File: config.mk
export PLATFORM = sky130hd
export DESIGN_NAME = fp_int_mul_sched
export DESIGN_NICKNAME = d
export VERILOG_FILES = /design/src/rtl/fp_int_mul_sched.sv
export SDC_FILE = /design/constraint.sdc
export NUM_CORES = 1
export LEC_CHECK = 0
export ABC_AREA = 0
export BUFFER_PORTS_ARGS = -buffer_cell sky130_fd_sc_hd__clkbuf_2
export CELL_PAD_IN_SITES_DETAIL_PLACEMENT = 0
export CELL_PAD_IN_SITES_GLOBAL_PLACEMENT = 1
export CORE_MARGIN = 2
export CORE_UTILIZATION = 36
export CTS_CLUSTER_DIAMETER = 30
export DETAILED_ROUTE_END_ITERATION = 10
export PLACE_DENSITY_LB_ADDON = 0.1
export SKIP_LAST_GASP = 1
export SYNTH_ARGS = -nofsm -noshare
export SYNTH_HDL_FRONTEND = slang
export SYNTH_SLANG_ARGS = --single-unit
File: constraint.sdc
create_clock -name clk -period 4.2 [get_ports clk]
set_input_delay 0.21 -clock clk [delete_from_list [all_inputs] [get_ports clk]]
set_output_delay 0.21 -clock clk [all_outputs]
set_load 0.01 [all_outputs]
File: src/rtl/fp_int_mul_sched.sv
// Sequencer in front of the bit-serial fp16 x intN multiplier: programs precision,
// then streams each weight MSB-first while holding its activation, and counts products.
module fp_int_mul_sched #(
  parameter int ACT_WIDTH = 16,
  parameter int W_MAX     = 8,
  parameter int LEN_WIDTH = 16
) (
  input  logic                 clk,
  input  logic                 rst,
  input  logic                 cfg_valid,
  output logic                 cfg_ready,
  input  logic [3:0]           cfg_precision,
  input  logic [LEN_WIDTH-1:0] cfg_len,
  input  logic                 in_valid,
  output logic                 in_ready,
  input  logic [ACT_WIDTH-1:0] in_act,
  input  logic [W_MAX-1:0]     in_w,
  output logic [ACT_WIDTH-1:0] mul_act,
  output logic                 mul_w,
  output logic                 mul_valid,
  output logic                 mul_set,
  output logic [3:0]           mul_precision,
  input  logic                 mul_start_acc,
  output logic                 busy,
  output logic                 done,
  output logic [LEN_WIDTH-1:0] done_count
);
  localparam int K_W = (W_MAX > 2) ? $clog2(W_MAX) : 1;

  typedef enum logic [2:0] {
    S_IDLE   = 3'd0,
    S_SET    = 3'd1,
    S_LOAD   = 3'd2,
    S_STREAM = 3'd3,
    S_DRAIN  = 3'd4,
    S_DONE   = 3'd5
  } state_e;

  state_e               state_q, state_d;
  logic [3:0]           prec_q, prec_d;
  logic [LEN_WIDTH-1:0] len_q, len_d;
  logic [LEN_WIDTH-1:0] issued_q, issued_d;
  logic [LEN_WIDTH-1:0] cnt_q, cnt_d;
  logic [ACT_WIDTH-1:0] act_q, act_d;
  logic [W_MAX-1:0]     w_q, w_d;
  logic [K_W-1:0]       k_q, k_d;

  logic                 cfg_ready_q, cfg_ready_d;
  logic                 in_ready_q, in_ready_d;
  logic                 mul_w_q, mul_w_d;
  logic                 mul_valid_q, mul_valid_d;
  logic                 mul_set_q, mul_set_d;
  logic [3:0]           mul_prec_q, mul_prec_d;
  logic                 busy_q, busy_d;
  logic                 done_q, done_d;

  logic                 cfg_hs_s, in_hs_s, last_bit_s, count_en_s;

  function automatic logic [3:0] clamp_prec(input logic [3:0] p);
    if (p < 4'd2) begin
      clamp_prec = 4'd2;
    end else if (p > 4'(W_MAX)) begin
      clamp_prec = 4'(W_MAX);
    end else begin
      clamp_prec = p;
    end
  endfunction

  // State and datapath registers
  always_ff @(posedge clk or posedge rst) begin
    if (rst) begin
      state_q  <= S_IDLE;
      prec_q   <= 4'd0;
      len_q    <= {LEN_WIDTH{1'b0}};
      issued_q <= {LEN_WIDTH{1'b0}};
      cnt_q    <= {LEN_WIDTH{1'b0}};
      act_q    <= {ACT_WIDTH{1'b0}};
      w_q      <= {W_MAX{1'b0}};
      k_q      <= {K_W{1'b0}};
    end else begin
      state_q  <= state_d;
      prec_q   <= prec_d;
      len_q    <= len_d;
      issued_q <= issued_d;
      cnt_q    <= cnt_d;
      act_q    <= act_d;
      w_q      <= w_d;
      k_q      <= k_d;
    end
  end

  // Next-state, operand latching and product counting
  always_comb begin
    state_d    = state_q;
    prec_d     = prec_q;
    len_d      = len_q;
    issued_d   = issued_q;
    act_d      = act_q;
    w_d        = w_q;
    k_d        = k_q;
    cfg_hs_s   = cfg_valid & cfg_ready_q;
    in_hs_s    = in_valid & in_ready_q;
    last_bit_s = (k_q == {K_W{1'b0}});
    count_en_s = mul_start_acc &
                 ((state_q == S_STREAM) || (state_q == S_LOAD) || (state_q == S_DRAIN));

    if (count_en_s) begin
      cnt_d = cnt_q + LEN_WIDTH'(1);
    end else begin
      cnt_d = cnt_q;
    end

    case (state_q)
      S_IDLE: begin
        if (cfg_hs_s) begin
          prec_d   = clamp_prec(cfg_precision);
          len_d    = cfg_len;
          issued_d = {LEN_WIDTH{1'b0}};
          cnt_d    = {LEN_WIDTH{1'b0}};
          if (cfg_len == {LEN_WIDTH{1'b0}}) begin
            state_d = S_DONE;
          end else begin
            state_d = S_SET;
          end
        end else begin
          state_d = S_IDLE;
        end
      end
      S_SET: state_d = S_LOAD;
      S_LOAD: begin
        if (in_hs_s) begin
          state_d = S_STREAM;
        end else begin
          state_d = S_LOAD;
        end
      end
      S_STREAM: begin
        if (!last_bit_s) begin
          k_d     = k_q - K_W'(1);
          state_d = S_STREAM;
        end else if (issued_q == len_q) begin
          state_d = S_DRAIN;
        end else if (in_hs_s) begin
          state_d = S_STREAM;
        end else begin
          state_d = S_LOAD;
        end
      end
      S_DRAIN: begin
        if (cnt_q == len_q) begin
          state_d = S_DONE;
        end else begin
          state_d = S_DRAIN;
        end
      end
      S_DONE:  state_d = S_IDLE;
      default: state_d = S_IDLE;
    endcase

    // in_ready is only ever high in LOAD or on a last bit with operands left
    if (in_hs_s) begin
      act_d    = in_act;
      w_d      = in_w;
      k_d      = K_W'(prec_q - 4'd1);
      issued_d = issued_q + LEN_WIDTH'(1);
    end else begin
      issued_d = issued_d;
    end
  end

  // Output values for the next cycle, derived from the next state
  always_comb begin
    cfg_ready_d = (state_d == S_IDLE);
    busy_d      = (state_d != S_IDLE);
    mul_valid_d = (state_d == S_STREAM);
    mul_set_d   = (state_d == S_SET);
    done_d      = (state_d == S_DONE);
    in_ready_d  = (state_d == S_LOAD) ||
                  ((state_d == S_STREAM) && (k_d == {K_W{1'b0}}) && (issued_d < len_d));
    if (state_d == S_STREAM) begin
      mul_w_d = w_d[k_d];
    end else begin
      mul_w_d = mul_w_q;
    end
    if (state_d == S_SET) begin
      mul_prec_d = prec_d;
    end else begin
      mul_prec_d = mul_prec_q;
    end
  end

  // Output registers
  always_ff @(posedge clk or posedge rst) begin
    if (rst) begin
      cfg_ready_q <= 1'b1;
      in_ready_q  <= 1'b0;
      mul_w_q     <= 1'b0;
      mul_valid_q <= 1'b0;
      mul_set_q   <= 1'b0;
      mul_prec_q  <= 4'd0;
      busy_q      <= 1'b0;
      done_q      <= 1'b0;
    end else begin
      cfg_ready_q <= cfg_ready_d;
      in_ready_q  <= in_ready_d;
      mul_w_q     <= mul_w_d;
      mul_valid_q <= mul_valid_d;
      mul_set_q   <= mul_set_d;
      mul_prec_q  <= mul_prec_d;
      busy_q      <= busy_d;
      done_q      <= done_d;
    end
  end

  assign cfg_ready     = cfg_ready_q;
  assign in_ready      = in_ready_q;
  assign mul_act       = act_q;
  assign mul_w         = mul_w_q;
  assign mul_valid     = mul_valid_q;
  assign mul_set       = mul_set_q;
  assign mul_precision = mul_prec_q;
  assign busy          = busy_q;
  assign done          = done_q;
  assign done_count    = cnt_q;

endmodule
==> impl_results.md <==
- Cell taking the most area after synthesis: dfrtp_1
- Clock input transition at the sequential cells of the worst setup and hold paths: 0.07 ns
- Count of cells along the worst hold path: 3
- Vias per Instance: 5.00
- Multi-input gate area: 2460 um2
- Seq cells post-synth: 93
- Share of the clock period used by the worst path after layout: 0.796
- Critical Path Sink Type: flip-flop
- Setup total negative slack: 0 ns
- Initial antenna violation count: 0
- DRC violation count after routing: 0
- TritonCTS Buffers: 9
- Most frequent cells after synthesis: nand2_1, dfrtp_1, xnor2_1
- Post-DP HPWL: 9.54 mm
- Final-stage net count: 676
- Number of flops mapped to enable cells by yosys: 0
- Seq/Total Area, Yosys: 0.470
- CP startpoint kind: flip-flop
- Worst r2r dst: in_ready
- Top-Level Pins: 92
- Hold Buf Count CTS: 0
- Slowest cell on the critical path: buf_4
- Most frequent cell after synthesis: nand2_1
- Summed instance area of the synthesized netlist: 4950 um2
- Post-CTS Setup Bufs: 0
- Post-cts gate resize count: 0
- Hold-critical path endpoint: mul_act[1]
- Core Area: 13300 um2
- Level count of the clock H-tree: 3
- Leftover overflow at the end of global routing: 0
- Max-slew violations: 0
- Via count: 3933
- Async set or reset register ratio after synthesis: 1.00
- Synth warn: 0
- Largest net degree at the start of global routing: 61
- Antenna diode count: 0
- Die Span X: 121 um
- Portion of synthesized cell area occupied by the leading cell type: 0.465
- Root cell of the clock tree: clkbuf_16
- Fmax: 299 MHz
- Required time at the endpoint of the critical path: 4.47 ns
- Post-Syn Nets: 584
- Startpoint of the most critical hold path: in_act[1]
- Wirelength, routed: 12.6 mm
- Number of buffers between clock root and the deepest sink: 2
- Biggest cell delay along the critical path: 0.46 ns
- Post-DRT Antenna Nets: 0
- Signal arrival time at the worst endpoint: 3.61 ns
- Insertion delay of the later-clocked pin in the worst-skew pair: 0.35 ns
- Transition time at the pin with the least slew margin: 1.10 ns
- # Max-Cap Violations: 0
- Count of port buffers added during placement: 91
- Count of final hold-check violations: 0
- Worst-path maximum fanout: 39
- First-pass GRT wire length: 20.4 mm
- Run status: finished clean
- Number of detailed-route iterations in the first pass: 4
- P per Cell Area: 569 nW/um2
- Main area contributors after synthesis: dfrtp_1, nand2_1, xnor2_1
- Starting density of the core: 0.371
- Critical path cell sequence: nor2_2, and4_1, buf_4, a21oi_1, mux2_2, ha_1, and4_1, o2111ai_1, a31oi_1, a2111oi_0, nand2_1, a21oi_1
- Class of the most critical setup path: flip-flop to flip-flop
- Number of global-route vias before repair: 3889
- Height of the die: 121 um
- Initial DRC Count: 256
- P&R area growth vs syn: 19.5%
- Post-Synthesis Mean Instance Area: 9.63 um2
- Worst path buffer plus inverter count: 1
- Delay-heaviest family, CP: simple AND/OR/NAND/NOR gates
- Post-route minimum period: 3.34 ns
- TritonCTS clock tree: built
- Min-Delay Path Class: primary input to flip-flop
- Fraction of layout cells with a size suffix above 1: 0.223
- Most used DFF post-synth: dfrtp_1
- Post-synthesis cell type count: 56
- Area of the die: 14700 um2
- Total track usage: 0.182
- Layout filler cell count: 1363
- Number of cell rows: 42
- Slack of the worst reg-to-reg path: 0.86 ns
- Setup Skew: 0.00654 ns
- Final estimated routing congestion in global placement: 0.846
- Reported leakage power: 2.83 nW
- Unrepaired setup endpoints after global routing: false
- Number of failing setup endpoints in the final timing report: 0
- Fraction of the core area covered by cells at the end of the flow: 0.443
- Number of cell instances on the worst register-to-register path: 12
- Worst vdd ir: 0.206 mV
- Sinks on the clock net: 93
- DR WL/cell: 16.0 um
- Startpoint of the lowest-slack register-to-register path: state_q[1]
- Relative slew margins: 0.268
- Gate count after technology mapping: 514
- Register cell area after layout: 2330 um2
==> cells in the final DEF (no fill, tap or decap), drive strengths merged, types with 8 or more instances in the layout <==
master	Yosys	layout
nand3	24	24
mux2	8	8
xor2	14	14
clkbuf	9	101
dfrtp	92	92
nand4	16	16
o21ai	24	24
a21oi	13	13
nand2	113	113
mux2i	21	21
ha	21	21
nor2	31	31
xnor2	34	34
nor4	8	8
inv	28	28
==> area by class of cell <==
class | instances | area share
Timing Repair Buffer | 96 | 0.0833
Clock inverter | 6 | 0.0121
Inverter | 28 | 0.0180
Tap cell | 176 | 0.0372
Sequential cell | 93 | 0.394
Clock buffer | 10 | 0.0404
Multi-Input combinational cell | 378 | 0.415
==> worst max path at each step <==
stage	start	to	slack (ns)	cells past startpoint
final	state_q[1]	in_ready	0.86	12
after global routing	state_q[1]	in_ready	0.59	12
after CTS	issued_q[2]	in_ready	0.85	14
after detailed placement	issued_q[2]	in_ready	0.87	14
after global placement	state_q[1]	in_ready	0.94	12
after floorplan	in_ready	in_ready	1.24	14
==> power by group <==
group	leakage [nW]	switching, mW	total, mW	internal, mW
Clock	0.145	0.373	0.855	0.482
Combinational	1.50	0.648	1.16	0.511
Sequential	1.18	0.220	1.35	1.13
==> registers in the layout, indices dropped and copies added (netlist names), 3 cells and up <==
name and cells:
done_count 16, issued_q 16, k_q 3, len_q 16, mul_act 16, mul_precision 4, prec_q 4, state_q 3
w_q 8
==> logic make-up (layout without fill, tap and decap cells) <==
logic type / Yosys count / after routing / synth area share
flops: 93 / 93 / 0.470
buf+inv: 43 / 140 / 0.0334
xor+xnor: 48 / 48 / 0.0879
fa+ha+maj: 21 / 21 / 0.0531
mux: 30 / 30 / 0.0690
simple gates: 220 / 220 / 0.212
compound gates: 59 / 59 / 0.0748
==> metal layers <==
metal,vias up,GRT usage,wire length [um]
met2,99,0.277,5600
met3,15,0.0268,503
li1,1953,-,-
met1,1866,0.260,6190
met5,-,0,0
met4,0,0.0783,289
==> worst register-to-register path, cell delays in order (launching register included) <==
cell and delay (ns):
dfrtp_1 0.44, nor2_2 0.23, and4_1 0.28, buf_4 0.46
a21oi_1 0.13, mux2_2 0.31, ha_1 0.31, and4_1 0.22
o2111ai_1 0.11, a31oi_1 0.06, a2111oi_0 0.36, nand2_1 0.14
a21oi_1 0.21
==> through the flow <==
stage	total power, mW	setup WS, ns	hold slack, ns	instances	cell area (um2)
after floorplan	2.13	1.24	0.315	514	4950
after global placement	2.53	0.944	0.400	771	5610
after detailed placement	2.53	0.868	0.405	771	5610
after CTS	3.41	0.854	0.0287	787	5920
after global routing	3.61	0.591	0.0492	787	5920
final	3.37	0.856	0.0428	787	5920
Power figures use the tool's default switching activity.
